**src/rtl/key_debouncer_if.sv**
```systemverilog
// rtl/key_debouncer_if.sv - key pin and debounced key signal bundle
interface key_debouncer_if #(
  parameter int w_key = 4
);
  logic [w_key-1:0] key_raw;
  logic [w_key-1:0] key_level;
  logic [w_key-1:0] key_press;
  logic [w_key-1:0] key_release;

  // Board / lab side: drives the raw pins, consumes clean levels and pulses.
  modport master (
    output key_raw,
    input  key_level,
    input  key_press,
    input  key_release
  );

  // Debouncer side.
  modport slave (
    input  key_raw,
    output key_level,
    output key_press,
    output key_release
  );
endinterface

```
**src/rtl/key_debouncer.sv**
```systemverilog
// rtl/key_debouncer.sv - per-key synchronizer, counter debounce filter and edge pulses
module key_debouncer #(
  parameter int clk_mhz         = 50,
  parameter int w_key           = 4,
  parameter int debounce_us     = 10000,
  parameter int debounce_cycles = clk_mhz * debounce_us,
  parameter bit active_low      = 1'b1
) (
  input  logic           clk,
  input  logic           rst,
  key_debouncer_if.slave bus
);

  // Counter only has to reach debounce_cycles - 1, so it can never wrap.
  localparam int               cw       = $clog2(debounce_cycles + 1);
  localparam logic [cw-1:0]    cnt_last = cw'(debounce_cycles - 1);
  localparam logic [w_key-1:0] invert   = active_low ? '1 : '0;

  logic [w_key-1:0] s1;
  logic [w_key-1:0] s2;
  logic [w_key-1:0] stb_q;
  logic [w_key-1:0] stb_d;
  logic [w_key-1:0] press_q;
  logic [w_key-1:0] press_d;
  logic [w_key-1:0] rel_q;
  logic [w_key-1:0] rel_d;
  logic [cw-1:0]    cnt_q [w_key];
  logic [cw-1:0]    cnt_d [w_key];

  // Normalise polarity so 1 = pressed, then two-flop synchronize the async pins.
  always_ff @(posedge clk) begin
    if (rst) begin
      s1 <= '0;
      s2 <= '0;
    end else begin
      s1 <= bus.key_raw ^ invert;
      s2 <= s1;
    end
  end

  // Accept a new level only after debounce_cycles consecutive disagreeing cycles;
  // any agreeing cycle throws the partial count away.
  always_comb begin
    stb_d   = stb_q;
    press_d = '0;
    rel_d   = '0;
    for (int i = 0; i < w_key; i++) begin
      cnt_d[i] = '0;
      if (s2[i] != stb_q[i]) begin
        if (cnt_q[i] == cnt_last) begin
          stb_d[i]   = s2[i];
          press_d[i] = s2[i];
          rel_d[i]   = ~s2[i];
        end else begin
          cnt_d[i] = cnt_q[i] + 1'b1;
        end
      end
    end
  end

  // Filter state and pulses update together, so a pulse lines up with the
  // first cycle of its new level.
  always_ff @(posedge clk) begin
    if (rst) begin
      stb_q   <= '0;
      press_q <= '0;
      rel_q   <= '0;
      for (int i = 0; i < w_key; i++) begin
        cnt_q[i] <= '0;
      end
    end else begin
      stb_q   <= stb_d;
      press_q <= press_d;
      rel_q   <= rel_d;
      for (int i = 0; i < w_key; i++) begin
        cnt_q[i] <= cnt_d[i];
      end
    end
  end

  assign bus.key_level   = stb_q;
  assign bus.key_press   = press_q;
  assign bus.key_release = rel_q;

endmodule

```
**src/flat_wrapper.sv**
```systemverilog
// flat-port wrapper written by rule: the top's interface ports become plain ports
module key_debouncer_flat 
#(
  parameter int clk_mhz         = 50,
  parameter int w_key           = 4,
  parameter int debounce_us     = 10000,
  parameter int debounce_cycles = clk_mhz * debounce_us,
  parameter bit active_low      = 1'b1
)
  (clk, rst, bus_key_raw, bus_key_level, bus_key_press, bus_key_release);
  key_debouncer_if #(.w_key(w_key)) bus_i ();
  input  logic clk;
  input  logic rst;
  input wire logic [$bits(bus_i.key_raw)-1:0] bus_key_raw;
  output wire logic [$bits(bus_i.key_level)-1:0] bus_key_level;
  output wire logic [$bits(bus_i.key_press)-1:0] bus_key_press;
  output wire logic [$bits(bus_i.key_release)-1:0] bus_key_release;
  assign bus_i.key_raw = bus_key_raw;
  assign bus_key_level = bus_i.key_level;
  assign bus_key_press = bus_i.key_press;
  assign bus_key_release = bus_i.key_release;
  key_debouncer #(.clk_mhz(clk_mhz), .w_key(w_key), .debounce_us(debounce_us), .debounce_cycles(debounce_cycles), .active_low(active_low)) u_core (.clk(clk), .rst(rst), .bus(bus_i));
endmodule
```
**config.mk**
```make
export PLATFORM = sky130hd
export DESIGN_NAME = key_debouncer_flat
export DESIGN_NICKNAME = d
export VERILOG_FILES = /design/src/rtl/key_debouncer_if.sv /design/src/rtl/key_debouncer.sv /design/src/flat_wrapper.sv
export SDC_FILE = /design/constraint.sdc
export NUM_CORES = 1
export LEC_CHECK = 0
export BUFFER_PORTS_ARGS = -buffer_cell sky130_fd_sc_hd__clkbuf_2
export CAP_MARGIN = 20
export CELL_PAD_IN_SITES_DETAIL_PLACEMENT = 1
export CELL_PAD_IN_SITES_GLOBAL_PLACEMENT = 2
export CORE_MARGIN = 8
export CORE_UTILIZATION = 38
export CTS_BUF_LIST = sky130_fd_sc_hd__clkbuf_16
export DETAILED_ROUTE_END_ITERATION = 10
export GPL_TIMING_DRIVEN = 0
export PLACE_DENSITY = 0.87
export SYNTH_ARGS = -nofsm -noshare
export SYNTH_HDL_FRONTEND = slang
export SYNTH_SLANG_ARGS = --single-unit
```
**constraint.sdc**
```tcl
create_clock -name clk -period 2.55 [get_ports clk]
set_input_delay 0 -clock clk [delete_from_list [all_inputs] [get_ports clk]]
set_output_delay 0 -clock clk [all_outputs]
set_load 0.05 [all_outputs]
```
# After elaboration in Yosys (flattened, before gate mapping)
# Memories as Yosys holds them, arrays and structs flattened.
# Index checks and enable logic that the tools add are counted.
[classes]
addsub = 4
eq_ne = 8
muxes = 15
bitwise_logic = 17
n_reduce_logical = 8
[op_table]
columns = ["op", "n"]
rows = [
  ["2-to-1 mux 19 bit", 12],
  ["adder 19 x 1 -> 19 bit (second input constant)", 4],
  ["equality test 19 bit (second input constant)", 4],
  ["inverter 1 bit", 12],
  ["OR reduction 3 bit", 4],
  ["AND reduction 2 bit", 4],
  ["inequality test 1 bit", 4],
  ["inverter 4 bit", 1],
  ["OR 1 bit", 4],
  ["2-to-1 mux 1 bit", 3],
]
[word_totals]
reg_bits = 20
mem_bits_rw = 76
in_bits = 6
out_inout_bits = 12
mem_count = 1
[memory_table]
columns = ["memory", "words", "width", "read_ports", "rd_clocked_by_memory_dff", "write_ports", "line", "source"]
rows = [
  ["u_core.cnt_q", 4, 19, 4, 0, 4, "key_debouncer.sv:27", "logic [cw-1:0] cnt_q [w_key];"],
]

# Longest topological paths before layout
[logic_depth]
word_depth = 4
depth_mapped = 7
depth_no_buf = 5

# Worst setup path before layout
# No wires, ideal clock.
[synth_path]
path_type = "reg-to-reg"
start = "memory u_core.cnt_q[0][50] (netlist bit)"
end = "memory u_core.cnt_q[0][47] (netlist bit)"
t_arrival_ns = 1.844
required_time_ns = 2.435
path_slack_ns = 0.591
path_stages_with_launch = 6
n_path_buf = 1
cell_sequence = "dfxtp_1 > or4b_1 > or4_4 > o21ai_4 > buf_6 > nor2_1"
[synth_lines]
columns = ["element", "line"]
rows = [
  ["start, declared", "key_debouncer.sv:27"],
]

==> impl_metrics.tcl <==
set metrics [dict create \
    dr_total_vias 3344 \
    layout_min_cycle_time_ns 2.23 \
    synth_fa_ha_area_share_pct 1.23 \
    place_congestion 0.761 \
    synth_cell_types 42 \
    dieArea_um2 14300 \
    power_frac_clock_pct 45.1 \
    diodes 0 \
    synth-main-ff-cell "dfxtp_1" \
    hpwl_mm 6.57 \
    core.rowCount 38 \
    fin_area_um2 4670 \
    slew_headroom_pct 60.2 \
    drive_gt1_share_pct 9.02 \
    fmax_mhz 448 \
    start_kind "flop" \
    skew_ns 0.0104 \
    fill_cells 1287 \
    insertion_delay_ns 0.35 \
    start_util_pct 38.3 \
    hold-worst-slack_ns 0.336 \
    synth_edf_count 0 \
    grt_max_degree 18 \
    ant_nets 0 \
    placed_area_um2 4330 \
    power_density_nw_per_um2 605 \
    synth-seq-cells 96 \
    netlist_instances 461 \
    p_switching_mw 0.632 \
    track_usage_pct 13.5 \
    core_area_um2 10700 \
    synthMuxAreaShare_pct 0 \
    hold_viol 0 \
    cts_tree "yes" \
    crit_path_end_kind "flop" \
    yosysWarnings 0 \
    outcome "finished, final reports clean" \
    grt_pass1_wl_mm 16.0 \
    pwr-share-seq_pct 53.5 \
    grt_overflow 0 \
    cp_max_fo 10 \
    worst_slack_ns 0.317 \
    layout_common_cells "dfxtp_1 (96), nor2_1 (71), xnor2_1 (29)" \
    layout_commonest_cell "dfxtp_1" \
    drtPass1Iterations 6 \
    postLayoutCoreUtil_pct 43.9 \
    final_cells 639 \
    syn-num-nets 471 \
    num_io_pins 18 \
    first_global_vias 3349 \
    routed_wl_mm 9.22 \
    clock_path_buffers 2 \
    cts-buffers-inserted 9 \
    cts.sinks 96 \
    cp.required_ns 2.77 \
    synth-compound-area-share_pct 7.34 \
    drc 0 \
    post_drt_wl_per_cell_um 14.4 \
    cp.arrival_ns 2.46 \
    tns_ns 0 \
    avgSynthCellArea_um2 8.84 \
    htree_levels 3 \
    ys_async_sr_fraction_pct 0 \
    p_total_mw 2.82 \
    clkTransAtPathRegs_ns 0.07 \
    nets 504 \
    syn_area_um2 4070 \
    seq_area_frac_synth_pct 47.2 \
    sw_frac_of_total_pct 22.4 \
    worstSetupPathType "flop to flop" \
    max-cap-violations 0 \
    synth_simple_gate_area_share_pct 30.5 \
    synth_top_family_by_area "simple AND/OR/NAND/NOR gates" \
    viasPerCell 5.23 \
    p_leak_nw 1.43 \
    finalCritPeriodShare_pct 87.6 \
    combPwrFrac_pct 1.4 \
    setup_viol 0 \
    postCtsSetupRepairBufs 0 \
    synth_xor_area_share_pct 11.2 \
    irDropWorstVdd_mv 0.271 \
    area_growth_pct 14.7 \
    fp.dieW_um 120 \
    slew_viol_final 0 \
    drtIter0Drc 125 \
    place_ws_ns 0.140 \
    portBuffers 17 \
    rsz0062_at_grt "false" \
    hp-class "input port to flop" \
    antenna_found_initial 0 \
    die_h_um 120 \
    intPower_mw 2.19 \
    worst_pin_slew_ns 0.592 \
    root_buffer "clkbuf_16" \
    dp.cells 618 \
]
state kept, by name, summed over array words and instances (netlist names):
signal	count
u_core.cnt_q	76
u_core.bus.key_level	4
u_core.bus.key_press	4
u_core.bus.key_release	4
u_core.s1	4
u_core.s2	4
cells by family after synthesis:
kind of cell | Yosys count
and+or+nand+nor | 232
DFF | 96
xor gates and xnor gates | 52
AOI/OAI and AO/OA | 51
buffers and inverters | 26
adders and majority gates | 4
area by class of cell:
class	instances	area [µm²]	area share, %
plain buffers	11	50.0	1.07
inverters	15	56.3	1.21
flip-flops and latches	96	1920	41.1
clock inverters	7	55.1	1.18
well taps	140	175	3.75
clock buffers	9	225	4.82
repair buffers	22	135	2.89
multi-input cells	339	2050	43.9
Yosys cell counts, types with 13 or more instances:
cell type / n / area share [%]
a21oi_1: 24 / 2.9
dfxtp_1: 96 / 47
inv_1: 15 / 1.4
nand2_1: 23 / 2.1
nand3_1: 28 / 3.4
nand4_1: 23 / 3.5
nor2_1: 71 / 6.5
nor3_1: 13 / 1.6
o21ai_0: 14 / 1.7
or3_1: 13 / 2.0
xnor2_1: 29 / 6.2
xor2_1: 23 / 4.9
final timing paths:
check | startpoint | to | slack [ns] | cells after the start
setup reg to reg | u_core.cnt_q[0][65]$_SDFF_PP0_ | u_core.cnt_q[0][69]$_SDFF_PP0_ | 0.32 | 5
setup / recovery | u_core.cnt_q[0][65]$_SDFF_PP0_ | u_core.cnt_q[0][69]$_SDFF_PP0_ | 0.32 | 5
hold reg to reg | u_core.s1[3]$_SDFF_PP0_ | u_core.s2[3]$_SDFF_PP0_ | 0.43 | 1
hold / removal | bus_key_raw[1] | u_core.s1[1]$_SDFF_PP0_ | 0.34 | 3
per-layer routing:
layer / routed length (µm) / global-route usage, % / vias to the layer above
li1: - / - / 1701
met1: 4420 / 16.5 / 1610
met2: 4460 / 22.4 / 20
met3: 223 / 3.48 / 13
met4: 114 / 4.92 / 0
met5: 0 / 0 / -
worst max-delay path: stages (launching register included):
cell and delay (ns):
dfxtp_1 0.44, or4bb_1 0.49, nand4bb_1 0.28, o21bai_2 0.36
clkbuf_1 0.43, nor2_1 0.10
power by group through the flow:
stage                     Clock, mW  Sequential, mW  Combinational [mW]
final                          1.27            1.51              0.0395
after global routing           1.38            1.51              0.0449
after floorplan                   0            1.54              0.0202
after global placement            0            1.55              0.0330
after CTS                      1.33            1.51              0.0398
after detailed placement          0            1.55              0.0338
timing repair:
| item | CTS | global route |
|---|---|---|
| setup endpoints to repair | 0 | 20 |
| hold buffers | 5 | 0 |
| endpoints found under the hold margin | 6 | 0 |
| resized for setup | 0 | 2 |
Note: power is estimated with default switching activity, not from simulation.
